### src/rtl/if_pkg.sv
// Shared types and constants for the instruction-fetch stage.
package if_pkg;

    localparam int ADDR_W_DEF  = 32;
    localparam int INSTR_W_DEF = 32;

    // addi x0,x0,0 : bubble placed in IF/ID whenever it holds no real instruction
    localparam logic [31:0] IF_NOP_INSTR = 32'h0000_0013;

    typedef enum logic [1:0] {
        IDLE = 2'd0,
        WAIT = 2'd1,
        HOLD = 2'd2,
        DROP = 2'd3
    } fetch_state_t;

endpackage

### src/rtl/if_fetch_stage_if_id_reg.sv
// IF/ID pipeline register. Priority: flush > load > stall-hold > bubble.
module if_id_reg
    import if_pkg::*;
#(
    parameter int                 ADDR_W    = ADDR_W_DEF,
    parameter int                 INSTR_W   = INSTR_W_DEF,
    parameter logic [INSTR_W-1:0] NOP_INSTR = IF_NOP_INSTR
) (
    input  logic               clk,
    input  logic               rst,
    input  logic               flush,
    input  logic               load,
    input  logic               stall,
    input  logic [ADDR_W-1:0]  load_pc,
    input  logic [INSTR_W-1:0] load_instr,
    output logic [ADDR_W-1:0]  pc,
    output logic [INSTR_W-1:0] instr,
    output logic               valid
);

    logic [ADDR_W-1:0]  pc_reg;
    logic [INSTR_W-1:0] instr_reg;
    logic               valid_reg;

    // The PC field is left untouched on flush/bubble; only valid and the word matter.
    always_ff @(posedge clk) begin
        if (rst) begin
            pc_reg    <= '0;
            instr_reg <= NOP_INSTR;
            valid_reg <= 1'b0;
        end else if (flush) begin
            instr_reg <= NOP_INSTR;
            valid_reg <= 1'b0;
        end else if (load) begin
            pc_reg    <= load_pc;
            instr_reg <= load_instr;
            valid_reg <= 1'b1;
        end else if (!stall) begin
            instr_reg <= NOP_INSTR;
            valid_reg <= 1'b0;
        end
    end

    assign pc    = pc_reg;
    assign instr = instr_reg;
    assign valid = valid_reg;

endmodule

### src/rtl/if_fetch_stage.sv
// Instruction fetch: takes one PC at a time, fetches it over req/ack + rvalid,
// and loads the returned word into IF/ID, handling decode stalls and branch flushes.
module if_fetch_stage
    import if_pkg::*;
#(
    parameter int                 ADDR_W    = ADDR_W_DEF,
    parameter int                 INSTR_W   = INSTR_W_DEF,
    parameter logic [INSTR_W-1:0] NOP_INSTR = IF_NOP_INSTR
) (
    input  logic               clk,
    input  logic               rst,
    input  logic [ADDR_W-1:0]  pc_in,
    input  logic               pc_valid,
    output logic               pc_ready,
    input  logic               branch,
    input  logic               ALU_zero,
    input  logic               id_stall,
    output logic               imem_req,
    output logic [ADDR_W-1:0]  imem_addr,
    input  logic               imem_ack,
    input  logic               imem_rvalid,
    input  logic [INSTR_W-1:0] imem_rdata,
    output logic [ADDR_W-1:0]  if_id_pc,
    output logic [INSTR_W-1:0] if_id_instr,
    output logic               if_id_valid,
    output logic               fetch_misalign
);

    fetch_state_t       state_reg;
    logic [ADDR_W-1:0]  pc_q_reg;
    logic [ADDR_W-1:0]  hold_pc_reg;
    logic [INSTR_W-1:0] hold_instr_reg;
    logic               misalign_reg;

    logic               flush;
    logic               aligned;
    logic               idle_offer;
    logic               misalign_drop;
    logic               wait_load;
    logic               hold_load;
    logic               id_load;
    logic [ADDR_W-1:0]  id_load_pc;
    logic [INSTR_W-1:0] id_load_instr;

    assign flush         = branch & ALU_zero;
    assign aligned       = (pc_in[1:0] == 2'b00);
    assign idle_offer    = !rst && (state_reg == IDLE) && pc_valid && !flush;
    assign misalign_drop = idle_offer && !aligned;

    assign imem_req  = idle_offer && aligned;
    assign imem_addr = pc_in;
    // A misaligned PC is consumed without touching memory.
    assign pc_ready  = (imem_req && imem_ack) || misalign_drop;

    // Load straight from memory if IF/ID is empty or draining, else park in HOLD.
    assign wait_load = (state_reg == WAIT) && imem_rvalid && !flush &&
                       (!if_id_valid || !id_stall);
    assign hold_load = (state_reg == HOLD) && !flush && !id_stall;
    assign id_load   = wait_load || hold_load;

    assign id_load_pc    = (state_reg == HOLD) ? hold_pc_reg    : pc_q_reg;
    assign id_load_instr = (state_reg == HOLD) ? hold_instr_reg : imem_rdata;

    always_ff @(posedge clk) begin
        if (rst) begin
            state_reg      <= IDLE;
            pc_q_reg       <= '0;
            hold_pc_reg    <= '0;
            hold_instr_reg <= NOP_INSTR;
            misalign_reg   <= 1'b0;
        end else begin
            misalign_reg <= misalign_drop;
            unique case (state_reg)
                IDLE: begin
                    if (imem_req && imem_ack) begin
                        pc_q_reg  <= pc_in;
                        state_reg <= WAIT;
                    end
                end
                WAIT: begin
                    if (flush) begin
                        state_reg <= imem_rvalid ? IDLE : DROP;
                    end else if (imem_rvalid) begin
                        if (wait_load) begin
                            state_reg <= IDLE;
                        end else begin
                            hold_pc_reg    <= pc_q_reg;
                            hold_instr_reg <= imem_rdata;
                            state_reg      <= HOLD;
                        end
                    end
                end
                HOLD: begin
                    if (flush || !id_stall) begin
                        hold_pc_reg    <= '0;
                        hold_instr_reg <= NOP_INSTR;
                        state_reg      <= IDLE;
                    end
                end
                DROP: begin
                    if (imem_rvalid) begin
                        state_reg <= IDLE;
                    end
                end
                default: state_reg <= IDLE;
            endcase
        end
    end

    assign fetch_misalign = misalign_reg;

    if_id_reg #(
        .ADDR_W    (ADDR_W),
        .INSTR_W   (INSTR_W),
        .NOP_INSTR (NOP_INSTR)
    ) u_if_id (
        .clk        (clk),
        .rst        (rst),
        .flush      (flush),
        .load       (id_load),
        .stall      (id_stall),
        .load_pc    (id_load_pc),
        .load_instr (id_load_instr),
        .pc         (if_id_pc),
        .instr      (if_id_instr),
        .valid      (if_id_valid)
    );

endmodule

### config.mk
export PLATFORM = sky130hd
export DESIGN_NAME = if_fetch_stage
export DESIGN_NICKNAME = d
export VERILOG_FILES = /design/src/rtl/if_pkg.sv /design/src/rtl/if_fetch_stage_if_id_reg.sv /design/src/rtl/if_fetch_stage.sv
export SDC_FILE = /design/constraint.sdc
export NUM_CORES = 1
export LEC_CHECK = 0
export ABC_AREA = 1
export CORE_MARGIN = 2
export CORE_UTILIZATION = 40
export DETAILED_ROUTE_END_ITERATION = 6
export HOLD_SLACK_MARGIN = 0.08
export PLACE_DENSITY = 0.66
export SYNTH_ARGS = -nofsm -noshare
export SYNTH_HDL_FRONTEND = slang
export SYNTH_SLANG_ARGS = --single-unit
### constraint.sdc
create_clock -name clk -period 2.14 [get_ports clk]
set_input_delay 0.428 -clock clk [delete_from_list [all_inputs] [get_ports clk]]
set_output_delay 0.428 -clock clk [all_outputs]
set_load 0.02 [all_outputs]
### Word-level counts from Yosys, hierarchy flattened

Cells that the tools add are included.

| cells by class | value |
|---|---|
| equality and inequality tests | 11 |
| mux-type cells | 24 |
| bitwise logic cells | 2 |
| reductions and logical operators | 28 |

Operator list:

| cell | number |
|---|---|
| 2-to-1 mux 32 bit | 12 |
| case mux 32 bit (2 select lines) | 2 |
| 2-to-1 mux 2 bit | 7 |
| logical AND 1 bit | 11 |
| inequality test 2 bit, second input constant | 4 |
| case mux 2 bit (4 select lines) | 1 |
| inequality test 2 x 1 -> 1 bit, second input constant | 3 |
| logical NOT 1 bit | 5 |
| AND reduction 5 bit | 1 |
| == test 2 bit, second input constant | 2 |
| logical NOT 2 bit | 2 |
| logical OR 1 bit | 4 |
| AND reduction 2 bit | 2 |
| AND reduction 4 bit | 1 |
| inequality test 3 bit, second input constant | 1 |
| == test 2 x 1 -> 1 bit, second input constant | 1 |
| 2-to-1 mux 1 bit | 2 |
| nonzero test 2 bit | 1 |
| OR reduction 2 bit | 1 |
| bitwise AND 1 bit | 1 |
| NOT 1 bit | 1 |

| word-level totals | value |
|---|---|
| register bits | 164 |
| input bits | 72 |
| output and inout bits | 100 |
| logic and storage cells | 73 |

### Logic depth before layout (Yosys ltp)

Gate-level depths: netlist of run 1.

| depth | value |
|---|---|
| depth in word-level cells | 8 |
| depth in mapped cells | 10 |
| mapped depth without buffers | 8 |

### Cells and area by module

Synthesis of run 1 repeated with hierarchy kept, for this count alone.

| second synthesis, totals | value |
|---|---|
| cell total of the unflattened synthesis | 1249 |
| area, all modules | 8006.4 um^2 |

Modules (own cells, without submodules):

| module | times used | cells an instance | area an instance (um^2) | seq. area each (um^2) |
|---|---|---|---|---|
| if_fetch_stage | 1 | 885 | 5373.9 | 1981.9 |
| if_id_reg | 1 | 364 | 2632.5 | 1301.2 |

### Least setup slack after synthesis of run 1

Ideal clock, no wire load.

| timing path | value |
|---|---|
| kind | input port to output port |
| start point | in rst |
| end point | out imem_req |
| arrival | 1.700 ns |
| required time | 1.712 ns |
| slack | 0.012 ns |
| cell stages on the path | 5 |
| path through | clkbuf_1 > inv_2 > nand2_1 > clkbuf_1 > nor4_1 |

| between the ends | value |
|---|---|
| longest elaborated chain between the ends | 5 |

RTL lines:

| what | RTL line | source |
|---|---|---|
| start: declaration | if_fetch_stage.sv:11 | `input logic rst,` |
| logical NOT 1 bit | if_fetch_stage.sv:47 | `assign idle_offer = !rst && (state_reg == IDLE) && pc_valid && !flush;` |
| logical AND 1 bit (3 in series) | if_fetch_stage.sv:47 |  |
| logical AND 1 bit | if_fetch_stage.sv:50 | `assign imem_req = idle_offer && aligned;` |
| end: declaration | if_fetch_stage.sv:18 | `output logic imem_req,` |

No other way between the ends.

### Worst setup path after layout of run 1

| timing path | value |
|---|---|
| start point | in pc_in[0] |
| end point | out imem_addr[0] |

RTL lines:

| what | RTL line | source |
|---|---|---|
| start: declaration | if_fetch_stage.sv:12 | `input logic [ADDR_W-1:0] pc_in,` |
| end: declaration | if_fetch_stage.sv:19 | `output logic [ADDR_W-1:0] imem_addr,` |

No word-level cell between the ends.

==> results of run 1 <==
==> worst min path at each step <==
stage / startpoint / cells past startpoint / to / slack [ns]
6_report: pc_q_reg[0] / 2 / pc_q_reg[0] / 0.44
5_1_grt: pc_q_reg[0] / 2 / pc_q_reg[0] / 0.46
4_1_cts: pc_q_reg[0] / 2 / pc_q_reg[0] / 0.44
3_5_place_dp: pc_q_reg[0] / 2 / pc_q_reg[0] / 0.43
3_3_place_gp: pc_q_reg[0] / 2 / pc_q_reg[0] / 0.43
2_1_floorplan: pc_q_reg[0] / 2 / pc_q_reg[0] / 0.42
==> layer usage <==
layer  GRT usage (%)  vias up  share of wire, %
met3            3.97       10               5.2
li1                -     3686                 -
met5               0        -                 0
met4            5.63        0              0.87
met1            29.2     3228                49
met2            32.0      207                44
==> report_power, final <==
group          internal [W]  total [W]  switching, W
sequential          0.00382    0.00409      0.000275
combinational       0.00201    0.00521       0.00321
clock               0.00214    0.00341       0.00127
==> timing repair <==
item / CTS / global route
setup endpoints to repair: 2 / 2
pin swaps: 1 / 2
resized for setup: 14 / 9
==> cell type report <==
class / instances / area (um2)
repair buffers: 212 / 2160
fillers: 1779 / 8140
clock inverters: 11 / 198
well taps: 229 / 287
flip-flops and latches: 164 / 3280
clock buffers: 21 / 460
inverters: 133 / 500
multi-input cells: 705 / 3120
==> cells by family after synthesis <==
logic type             share of synthesized area [%]
buffers and inverters                           14.7
flip-flops                                      44.1
AO/OA/AOI/OAI                                   11.1
AND/OR/NAND/NOR                                 30.1
==> layout by cell type, fill, tap and decap left out, types with 3 or more instances in the layout <==
cell type,count
sky130_fd_sc_hd__clkbuf_16,17
sky130_fd_sc_hd__nand3_1,35
sky130_fd_sc_hd__nand4_1,52
sky130_fd_sc_hd__dlymetal6s2s_1,3
sky130_fd_sc_hd__nor2_1,147
sky130_fd_sc_hd__dfxtp_1,164
sky130_fd_sc_hd__o21ai_0,96
sky130_fd_sc_hd__inv_2,4
sky130_fd_sc_hd__or2_2,3
sky130_fd_sc_hd__clkdlybuf4s50_1,166
sky130_fd_sc_hd__buf_12,11
sky130_fd_sc_hd__nand2_2,4
sky130_fd_sc_hd__bufinv_16,5
sky130_fd_sc_hd__inv_1,128
sky130_fd_sc_hd__a21oi_1,61
sky130_fd_sc_hd__nand2_1,292
sky130_fd_sc_hd__buf_4,31
sky130_fd_sc_hd__o21ai_1,5
==> worst max-delay path, stage by stage <==
cell                              delay, ns
sky130_fd_sc_hd__clkdlybuf4s50_1       0.48
sky130_fd_sc_hd__buf_4                 0.12
sky130_fd_sc_hd__clkdlybuf4s50_1       0.59
==> stage by stage <==
| stage | std cells | TNS, ns | power, W | worst slack [ns] | hold WS [ns] |
|---|---|---|---|---|---|
| final | 1475 | 0 | 0.0127 | 0.0997 | 0.442 |
| after global routing | 1475 | 0 | 0.0137 | 0.0325 | 0.464 |
| after CTS | 1475 | 0 | 0.0128 | 0.0154 | 0.440 |
| after detailed placement | 1443 | -2.99 | 0.00932 | -0.558 | 0.431 |
| after global placement | 1443 | -3.44 | 0.00921 | -0.556 | 0.428 |
| after floorplan | 1111 | 0 | 0.00762 | 0.0121 | 0.418 |
==> flow_summary.html, run 1 <==
<table>
<tr><th>Metric</th><th>Value</th></tr>
<tr><th colspan="2">Cells and area</th></tr>
<tr><td>Final core utilization</td><td>55.1%</td></tr>
<tr><td>Final std cell area, no fill</td><td>0.0100 mm2</td></tr>
<tr><td>Number of diodes added for antenna fixing</td><td>0</td></tr>
<tr><td>Layout cell share with drive strength beyond 1</td><td>7.54%</td></tr>
<tr><td>Layout area overhead</td><td>34.3%</td></tr>
<tr><td>Layout Nets</td><td>1,305</td></tr>
<tr><th colspan="2">Outcome</th></tr>
<tr><td>Run status</td><td>complete, no violations</td></tr>
<tr><th colspan="2">Timing</th></tr>
<tr><td>Part of the cycle the worst path needs</td><td>95.3%</td></tr>
<tr><td>Time the worst path needs with I/O delays and setup</td><td>2.04 ns</td></tr>
<tr><td>Peak clock frequency supported by timing</td><td>0.490 GHz</td></tr>
<tr><td>Max-slew violation count</td><td>0</td></tr>
<tr><td>Total of endpoints with negative setup slack in the final report</td><td>0</td></tr>
<tr><td>Setup repair after global routing missed its margin</td><td>no</td></tr>
<tr><td>Rel. slew slack</td><td>32.5%</td></tr>
<tr><td>Worst clock skew on the final layout</td><td>0.00828 ns</td></tr>
<tr><td>Transition time of the tightest slew-check pin</td><td>1.01 ns</td></tr>
<tr><td>Total count of hold-check failures in the final report</td><td>0</td></tr>
<tr><th colspan="2">Yosys</th></tr>
<tr><td>Nets in the synthesized netlist</td><td>1,183</td></tr>
<tr><td>Synth cell count leaders</td><td>296 x sky130_fd_sc_hd__nand2_1, 164 x sky130_fd_sc_hd__dfxtp_1, 149 x sky130_fd_sc_hd__nor2_1</td></tr>
<tr><td>Synth area leader</td><td>sky130_fd_sc_hd__dfxtp_1</td></tr>
<tr><td>Yosys cell types</td><td>22</td></tr>
<tr><td>Dominant cells by area after synthesis</td><td>sky130_fd_sc_hd__dfxtp_1 44%, sky130_fd_sc_hd__nand2_1 15%, sky130_fd_sc_hd__nor2_1 7.5%</td></tr>
<tr><td>Most used DFF post-synth</td><td>sky130_fd_sc_hd__dfxtp_1</td></tr>
<tr><td>Post-synth top area share</td><td>44.1%</td></tr>
<tr><td>Share of the yosys chip area belonging to registers</td><td>44.1%</td></tr>
<tr><td>Synth Warn #</td><td>0</td></tr>
<tr><td>Combined area of all synthesized cells</td><td>0.00745 mm2</td></tr>
<tr><td>Synthesized instance count</td><td>1,111</td></tr>
<tr><td>Syn_area_per_cell</td><td>6.71 um2</td></tr>
<tr><td>Number of synthesized register bits</td><td>164</td></tr>
<tr><td>Post-synthesis async set-or-reset flop share</td><td>0%</td></tr>
<tr><td>Number of enable-type register cells in the synthesized netlist</td><td>0</td></tr>
<tr><td>Most used standard cell by instance count after synthesis</td><td>sky130_fd_sc_hd__nand2_1</td></tr>
<tr><th colspan="2">Drt</th></tr>
<tr><td>Average wire per standard cell</td><td>13.6 um</td></tr>
<tr><td>ANT nets after route</td><td>0</td></tr>
<tr><td>WL final</td><td>20,000 um</td></tr>
<tr><td>Vias</td><td>7,131</td></tr>
<tr><td>Remaining DRCs</td><td>0</td></tr>
<tr><td>Number of vias per cell after detailed routing</td><td>4.83</td></tr>
<tr><td>DR pass1 iterations</td><td>4</td></tr>
<tr><td>First-iteration detailed-routing DRC count</td><td>350</td></tr>
<tr><th colspan="2">Clock tree</th></tr>
<tr><td>Buffers inserted during post-CTS setup optimization</td><td>0</td></tr>
<tr><td>Root cell of the clock tree</td><td>sky130_fd_sc_hd__clkbuf_16</td></tr>
<tr><td>TritonCTS clock tree</td><td>yes</td></tr>
<tr><td>CTS H-Tree Depth</td><td>4</td></tr>
<tr><td>Hold buffers post-CTS</td><td>0</td></tr>
<tr><td>Clock latency on the worst-skew pair</td><td>0.43 ns</td></tr>
<tr><td>Buffer depth of the longest clock path</td><td>2</td></tr>
<tr><td>Clock Pin Slew Worst Setup and Hold Paths</td><td>0.06 ns</td></tr>
<tr><td>Clk sink count</td><td>164</td></tr>
<tr><td>Number of CTS-inserted buffers</td><td>17</td></tr>
<tr><th colspan="2">Setup path</th></tr>
<tr><td>Startpoint Class</td><td>input pin</td></tr>
<tr><td>Cell count of the worst reg-to-reg path</td><td>8</td></tr>
<tr><td>Crit end category</td><td>primary output</td></tr>
<tr><td>Capturing element of the worst setup path</td><td>imem_addr[0]</td></tr>
<tr><td>Worst reg2reg path endpoint</td><td>u_if_id.pc[24]</td></tr>
<tr><td>Flop2flop setup slack</td><td>0.33 ns</td></tr>
<tr><td>Critical Path AT</td><td>1.61 ns</td></tr>
<tr><td>Worst setup path startpoint</td><td>pc_in[0]</td></tr>
<tr><td>Setup Crit Path Kind</td><td>input pin to primary output</td></tr>
<tr><td>Startpoint of the worst-slack reg-to-reg timing path</td><td>state_reg[1]</td></tr>
<tr><td>Required @ worst endpoint</td><td>1.71 ns</td></tr>
<tr><td>Largest driver fanout on the critical path</td><td>2</td></tr>
<tr><th colspan="2">Flow run</th></tr>
<tr><td>Number of maximum-capacitance constraint violations</td><td>0</td></tr>
<tr><th colspan="2">Placed design</th></tr>
<tr><td>Routability Congestion</td><td>0.758</td></tr>
<tr><td>Post-detail-place hpwl</td><td>12,800 um</td></tr>
<tr><td>Number of input and output port buffers inserted</td><td>171</td></tr>
<tr><td>Placed cell areas</td><td>0.00931 mm2</td></tr>
<tr><th colspan="2">Die</th></tr>
<tr><td>Total I/O pin count</td><td>172</td></tr>
<tr><td>Die Height</td><td>140 um</td></tr>
<tr><td>Area of the die</td><td>0.0197 mm2</td></tr>
<tr><td>Area of the core</td><td>0.0181 mm2</td></tr>
<tr><td>Width of the chip</td><td>140 um</td></tr>
<tr><td>Effective utilization at floorplan</td><td>41.1%</td></tr>
<tr><td>Row Count</td><td>49</td></tr>
<tr><th colspan="2">GRT</th></tr>
<tr><td>Initial antenna violation count</td><td>0</td></tr>
<tr><td>Vias in the first global route</td><td>6,541</td></tr>
<tr><td>Largest net degree at the start of global routing</td><td>99</td></tr>
<tr><td>Wire length of the first global-routing pass</td><td>33,000 um</td></tr>
<tr><td>Leftover overflow at the end of global routing</td><td>0</td></tr>
<tr><td>Overall track demand over capacity in global routing</td><td>20.5%</td></tr>
<tr><th colspan="2">Min path</th></tr>
<tr><td>Worst Hold Class</td><td>flop to flop</td></tr>
<tr><th colspan="2">Power</th></tr>
<tr><td>Power Density</td><td>1270 mW/mm2</td></tr>
<tr><td>Maximum ir drop on the vdd rail</td><td>0.700 mV</td></tr>
<tr><td>Leakage component of the power</td><td>4.42 nW</td></tr>
</table>
(Power assumes the default switching activity.)
==> inputs of run 2 (changes only) <==
Settings changed: PLACE_DENSITY 0.66 to 0.65, SYNTH_HIERARCHICAL set to 1.
==> run 2 against run 1 <==
Effect of this change: final cell count rose by 11%; synthesized area is 7.5% higher; clock-buffer cell count increased by 3; first-iteration DRC count rose by 44%; critical endpoint is now imem_addr[2]; sequential power is 5.4% lower; clock skew is 0.0027 ns higher; power is 7.4% lower; highest routed layer unchanged; design area up 4.9%; largest power group unchanged; via count grew 7.3%; largest cell class is now multi-input gates.
==> flow_summary.html, run 2 <==
<table>
<tr><th>Metric</th><th>Value</th></tr>
<tr><th colspan="2">Power</th></tr>
<tr><td>Leakage component of the power</td><td>4.70 nW (+6.3%)</td></tr>
<tr><td>Switching power summed over all nets</td><td>0.00427 W (-10%)</td></tr>
<tr><td>Internal power</td><td>0.00751 W (-5.7%)</td></tr>
<tr><td>Maximum ir drop on the vdd rail</td><td>0.581 mV (-17%)</td></tr>
<tr><td>Combinational power share</td><td>38.9% (-2.1 points)</td></tr>
<tr><td>Fraction of power spent switching nets</td><td>36.2% (-1.1 points)</td></tr>
<tr><td>Power Density</td><td>1120 mW/mm2 (-12%)</td></tr>
<tr><td>Clock network fraction of design power</td><td>28.3% (+1.5 points)</td></tr>
<tr><td>Sequential power share</td><td>32.9% (+0.7 points)</td></tr>
<tr><th colspan="2">Cells and area</th></tr>
<tr><td>Layout area overhead</td><td>31.1%</td></tr>
<tr><td>Leading cell types in the layout, fill and taps excluded</td><td>325 x sky130_fd_sc_hd__nand2_1, 193 x sky130_fd_sc_hd__nor2_1, 180 x sky130_fd_sc_hd__inv_1</td></tr>
<tr><td>Most frequent standard cell in the layout excluding fill and tap cells</td><td>sky130_fd_sc_hd__nand2_1</td></tr>
<tr><td>Number of diodes added for antenna fixing</td><td>0 (unchanged)</td></tr>
<tr><td>Post-Layout Cell Count</td><td>1,642 (+11%)</td></tr>
<tr><td>Layout cell share with drive strength beyond 1</td><td>8.64% (+1.1 points)</td></tr>
<tr><td>Layout Nets</td><td>1,437 (+10%)</td></tr>
<tr><td>Fill count</td><td>1,979 (+11%)</td></tr>
<tr><th colspan="2">Yosys</th></tr>
<tr><td>Share of synthesized area spent on multiplexers</td><td>0% (unchanged)</td></tr>
<tr><td>Basic-gate share of the synthesized area counting and, or, nand and nor cells</td><td>35.2% (+5.0 points)</td></tr>
<tr><td>Number of enable-type register cells in the synthesized netlist</td><td>0 (unchanged)</td></tr>
<tr><td>Complex-gate fraction of the synthesized area</td><td>6.66% (-4.4 points)</td></tr>
<tr><td>Share of the yosys chip area belonging to registers</td><td>41.0% (-3.1 points)</td></tr>
<tr><td>Post-synth top area share</td><td>41.0% (-3.1 points)</td></tr>
<tr><td>Most used DFF post-synth</td><td>sky130_fd_sc_hd__dfxtp_1</td></tr>
<tr><td>Number of synthesized register bits</td><td>164 (unchanged)</td></tr>
<tr><td>Post-synthesis share of cell area spent on full adders, half adders and majority gates</td><td>0% (unchanged)</td></tr>
<tr><td>Synth area leader</td><td>sky130_fd_sc_hd__dfxtp_1</td></tr>
<tr><td>Xor-xnor portion of the synthesized cell area</td><td>0% (unchanged)</td></tr>
<tr><td>Synth Warn #</td><td>6 (+6)</td></tr>
<tr><td>Main combinational cell family by area after synthesis</td><td>simple AND/OR/NAND/NOR gates</td></tr>
<tr><td>Yosys cell types</td><td>22 (unchanged)</td></tr>
<tr><td>Most used standard cell by instance count after synthesis</td><td>sky130_fd_sc_hd__nand2_1</td></tr>
<tr><td>Dominant cells by area after synthesis</td><td>sky130_fd_sc_hd__dfxtp_1 41%, sky130_fd_sc_hd__nand2_1 15%, sky130_fd_sc_hd__nor2_1 9.1%</td></tr>
<tr><td>Syn_area_per_cell</td><td>6.41 um2 (-4.4%)</td></tr>
<tr><td>Nets in the synthesized netlist</td><td>1,321 (+12%)</td></tr>
<tr><td>Combined area of all synthesized cells</td><td>0.00801 mm2 (+7.5%)</td></tr>
<tr><td>Post-synthesis async set-or-reset flop share</td><td>0% (unchanged)</td></tr>
<tr><td>Synth cell count leaders</td><td>327 x sky130_fd_sc_hd__nand2_1, 195 x sky130_fd_sc_hd__nor2_1, 180 x sky130_fd_sc_hd__inv_1</td></tr>
<tr><td>Synthesized instance count</td><td>1,249 (+12%)</td></tr>
<tr><th colspan="2">Drt</th></tr>
<tr><td>Vias</td><td>7,653 (+7.3%)</td></tr>
<tr><td>ANT nets after route</td><td>0 (unchanged)</td></tr>
<tr><td>DR pass1 iterations</td><td>5 (+1)</td></tr>
<tr><td>WL final</td><td>21,100 um (+5.5%)</td></tr>
<tr><td>Number of vias per cell after detailed routing</td><td>4.66 (-3.6%)</td></tr>
<tr><td>Average wire per standard cell</td><td>12.9 um (-5.2%)</td></tr>
<tr><td>First-iteration detailed-routing DRC count</td><td>505 (+44%)</td></tr>
<tr><td>Remaining DRCs</td><td>0 (unchanged)</td></tr>
<tr><th colspan="2">GRT</th></tr>
<tr><td>Largest net degree at the start of global routing</td><td>99 (unchanged)</td></tr>
<tr><td>Vias in the first global route</td><td>7,016 (+7.3%)</td></tr>
<tr><td>Wire length of the first global-routing pass</td><td>35,200 um (+6.5%)</td></tr>
<tr><td>Overall track demand over capacity in global routing</td><td>20.1% (-0.41 points)</td></tr>
<tr><td>Leftover overflow at the end of global routing</td><td>0 (unchanged)</td></tr>
<tr><td>Initial antenna violation count</td><td>0 (unchanged)</td></tr>
<tr><th colspan="2">Setup path</th></tr>
<tr><td>Worst reg2reg path endpoint</td><td>state_reg[1]</td></tr>
<tr><td>Flop2flop setup slack</td><td>0.31 ns (-0.02 ns)</td></tr>
<tr><td>Capturing element of the worst setup path</td><td>imem_addr[2]</td></tr>
<tr><td>Largest driver fanout on the critical path</td><td>2 (unchanged)</td></tr>
<tr><td>Delay of the slowest critical-path stage</td><td>0.68 ns (+0.09 ns)</td></tr>
<tr><td>Cell with the most instances on the worst path</td><td>sky130_fd_sc_hd__clkdlybuf4s50_1</td></tr>
<tr><td>Startpoint Class</td><td>input pin</td></tr>
<tr><td>Critical path's slowest cell</td><td>sky130_fd_sc_hd__clkdlybuf4s50_1</td></tr>
<tr><td>Required @ worst endpoint</td><td>1.71 ns (about the same)</td></tr>
<tr><td>Crit end category</td><td>primary output</td></tr>
<tr><td>Cell count of the worst reg-to-reg path</td><td>10 (+2)</td></tr>
<tr><td>Critical Path AT</td><td>1.65 ns (+0.04 ns)</td></tr>
<tr><td>Setup Crit Path Kind</td><td>input pin to primary output</td></tr>
<tr><td>Top Family by Delay on Critical Path</td><td>buffers and inverters</td></tr>
<tr><td>Cell Chain, Critical Path</td><td>clkdlybuf4s50_1, clkdlybuf4s50_1</td></tr>
<tr><td>Worst setup path startpoint</td><td>pc_in[2]</td></tr>
<tr><td>Worst path buffer plus inverter count</td><td>2 (-1)</td></tr>
<tr><td>Startpoint of the worst-slack reg-to-reg timing path</td><td>state_reg[1]</td></tr>
<tr><td>Critical path depth in cells</td><td>2 (-1)</td></tr>
<tr><th colspan="2">Min path</th></tr>
<tr><td>Worst Hold Path Cells</td><td>2 (unchanged)</td></tr>
<tr><td>Worst Hold Class</td><td>flop to flop</td></tr>
<tr><th colspan="2">Clock tree</th></tr>
<tr><td>CTS H-Tree Depth</td><td>4 (unchanged)</td></tr>
<tr><td>Clock latency on the worst-skew pair</td><td>0.42 ns (about the same)</td></tr>
<tr><td>Number of CTS-inserted buffers</td><td>17 (unchanged)</td></tr>
<tr><td>Buffers inserted during post-CTS setup optimization</td><td>0 (unchanged)</td></tr>
<tr><td>TritonCTS clock tree</td><td>yes</td></tr>
<tr><td>Clock Pin Slew Worst Setup and Hold Paths</td><td>0.06 ns (about the same)</td></tr>
<tr><td>Buffer depth of the longest clock path</td><td>2 (unchanged)</td></tr>
<tr><td>Hold buffers post-CTS</td><td>0 (unchanged)</td></tr>
<tr><td>Root cell of the clock tree</td><td>sky130_fd_sc_hd__clkbuf_16</td></tr>
<tr><td>Clk sink count</td><td>164 (unchanged)</td></tr>
<tr><th colspan="2">Die</th></tr>
<tr><td>Row Count</td><td>51 (+4.1%)</td></tr>
<tr><td>Total I/O pin count</td><td>172 (unchanged)</td></tr>
<tr><td>Effective utilization at floorplan</td><td>41.0% (-0.054 points)</td></tr>
<tr><td>Area of the die</td><td>0.0212 mm2 (+7.2%)</td></tr>
<tr><td>Area of the core</td><td>0.0195 mm2 (+7.6%)</td></tr>
<tr><td>Die Height</td><td>145 um (+3.6%)</td></tr>
<tr><td>Width of the chip</td><td>145 um (+3.6%)</td></tr>
<tr><th colspan="2">Timing</th></tr>
<tr><td>Max-slew violation count</td><td>0 (unchanged)</td></tr>
<tr><td>Peak clock frequency supported by timing</td><td>0.480 GHz (-2.0%)</td></tr>
<tr><td>Total Neg Setup Slack</td><td>0 ns (unchanged)</td></tr>
<tr><td>Worst clock skew on the final layout</td><td>0.0110 ns (+0.00269 ns)</td></tr>
<tr><td>Rel. slew slack</td><td>27.2% (-5.3 points)</td></tr>
<tr><td>Total of endpoints with negative setup slack in the final report</td><td>0 (unchanged)</td></tr>
<tr><td>Part of the cycle the worst path needs</td><td>97.3% (+2.0 points)</td></tr>
<tr><td>Time the worst path needs with I/O delays and setup</td><td>2.08 ns (+0.0423 ns)</td></tr>
<tr><td>Transition time of the tightest slew-check pin</td><td>1.09 ns (+0.0798 ns)</td></tr>
<tr><td>Total count of hold-check failures in the final report</td><td>0 (unchanged)</td></tr>
<tr><th colspan="2">Placed design</th></tr>
<tr><td>Number of input and output port buffers inserted</td><td>171 (unchanged)</td></tr>
<tr><td>Routability Congestion</td><td>0.763 (+0.62%)</td></tr>
<tr><td>Post-detail-place hpwl</td><td>13,300 um (+4.0%)</td></tr>
<tr><td>Total instance count after detailed placement</td><td>1,611 (+12%)</td></tr>
<tr><th colspan="2">Flow run</th></tr>
<tr><td>Number of maximum-capacitance constraint violations</td><td>0 (unchanged)</td></tr>
<tr><th colspan="2">Outcome</th></tr>
<tr><td>Run status</td><td>complete, no violations</td></tr>
</table>
## run 2: cell types whose count changed after synthesis, sizes merged
cell	change
nand3b	-1
clkbuf	-14
nor2	+49
o31ai	+1
o21ai	-38
a21oi	-32
buf	+19
nand3	+40
inv	+68
nand4	+13
nor4	-1
nand2	+31
o21a	+3
## run 2: per-layer routing
layer,up-vias,part of all wire (%),global-route usage [%]
met5,-,0,0
met3,18,4.7,3.92
met2,190,47,33.8
li1,4021,-,-
met1,3424,46,26.2
met4,0,1.5,6.32
## run 2: layout make-up
| class | count | area, um2 | area share [%] |
|---|---|---|---|
| flip-flops and latches | 164 | 3280 | 31.3 |
| clock inverters | 7 | 143 | 1.36 |
| inverters | 201 | 758 | 7.22 |
| well taps | 265 | 332 | 3.16 |
| multi-input cells | 770 | 3400 | 32.3 |
| clock buffers | 24 | 502 | 4.78 |
| repair buffers | 211 | 2080 | 19.9 |
## run 2: cells by family after synthesis
| kind of cell | count (synthesis) |
|---|---|
| and+or+nand+nor | 673 |
| buffers and inverters | 315 |
| DFF | 164 |
| AOI/OAI and AO/OA | 97 |
## run 2: repair_timing
| action | 4_1_cts | 5_1_grt |
|---|---|---|
| pin swaps | 0 | 0 |
| endpoints found under the setup margin | 2 | 34 |
| resized for setup | 12 | 9 |
## run 2: how the worst min path moves through the flow
stage                      start           endpoint  slack (ns)
6_report       hold_instr_reg[4]  hold_instr_reg[4]        0.46
5_1_grt              pc_q_reg[0]        pc_q_reg[0]        0.49
4_1_cts              pc_q_reg[0]        pc_q_reg[0]        0.46
3_5_place_dp   hold_instr_reg[0]  hold_instr_reg[0]        0.45
3_3_place_gp   hold_instr_reg[1]  hold_instr_reg[1]        0.44
2_1_floorplan  hold_instr_reg[0]  hold_instr_reg[0]        0.43
## run 2: through the flow
stage          cell area [um2]  total power (W)  util (%)  setup slack [ns]  hold slack, ns
2_1_floorplan             8010          0.00709         -             0.264           0.430
3_3_place_gp              9830          0.00843      50.4            -0.477           0.441
3_5_place_dp              9830          0.00850      50.4            -0.475           0.451
4_1_cts                  10500           0.0119      53.6            0.0111           0.460
5_1_grt                  10500           0.0127      53.8           -0.0118           0.492
6_report                 10500           0.0118      53.8            0.0574           0.463
## run 2: power by group through the flow
stage / combinational (W) / sequential [W] / clock (W)
after floorplan: 0.00299 / 0.00410 / 0
after global placement: 0.00450 / 0.00393 / 0
after detailed placement: 0.00456 / 0.00394 / 0
after CTS: 0.00460 / 0.00388 / 0.00340
after global routing: 0.00523 / 0.00393 / 0.00352
final: 0.00458 / 0.00387 / 0.00333
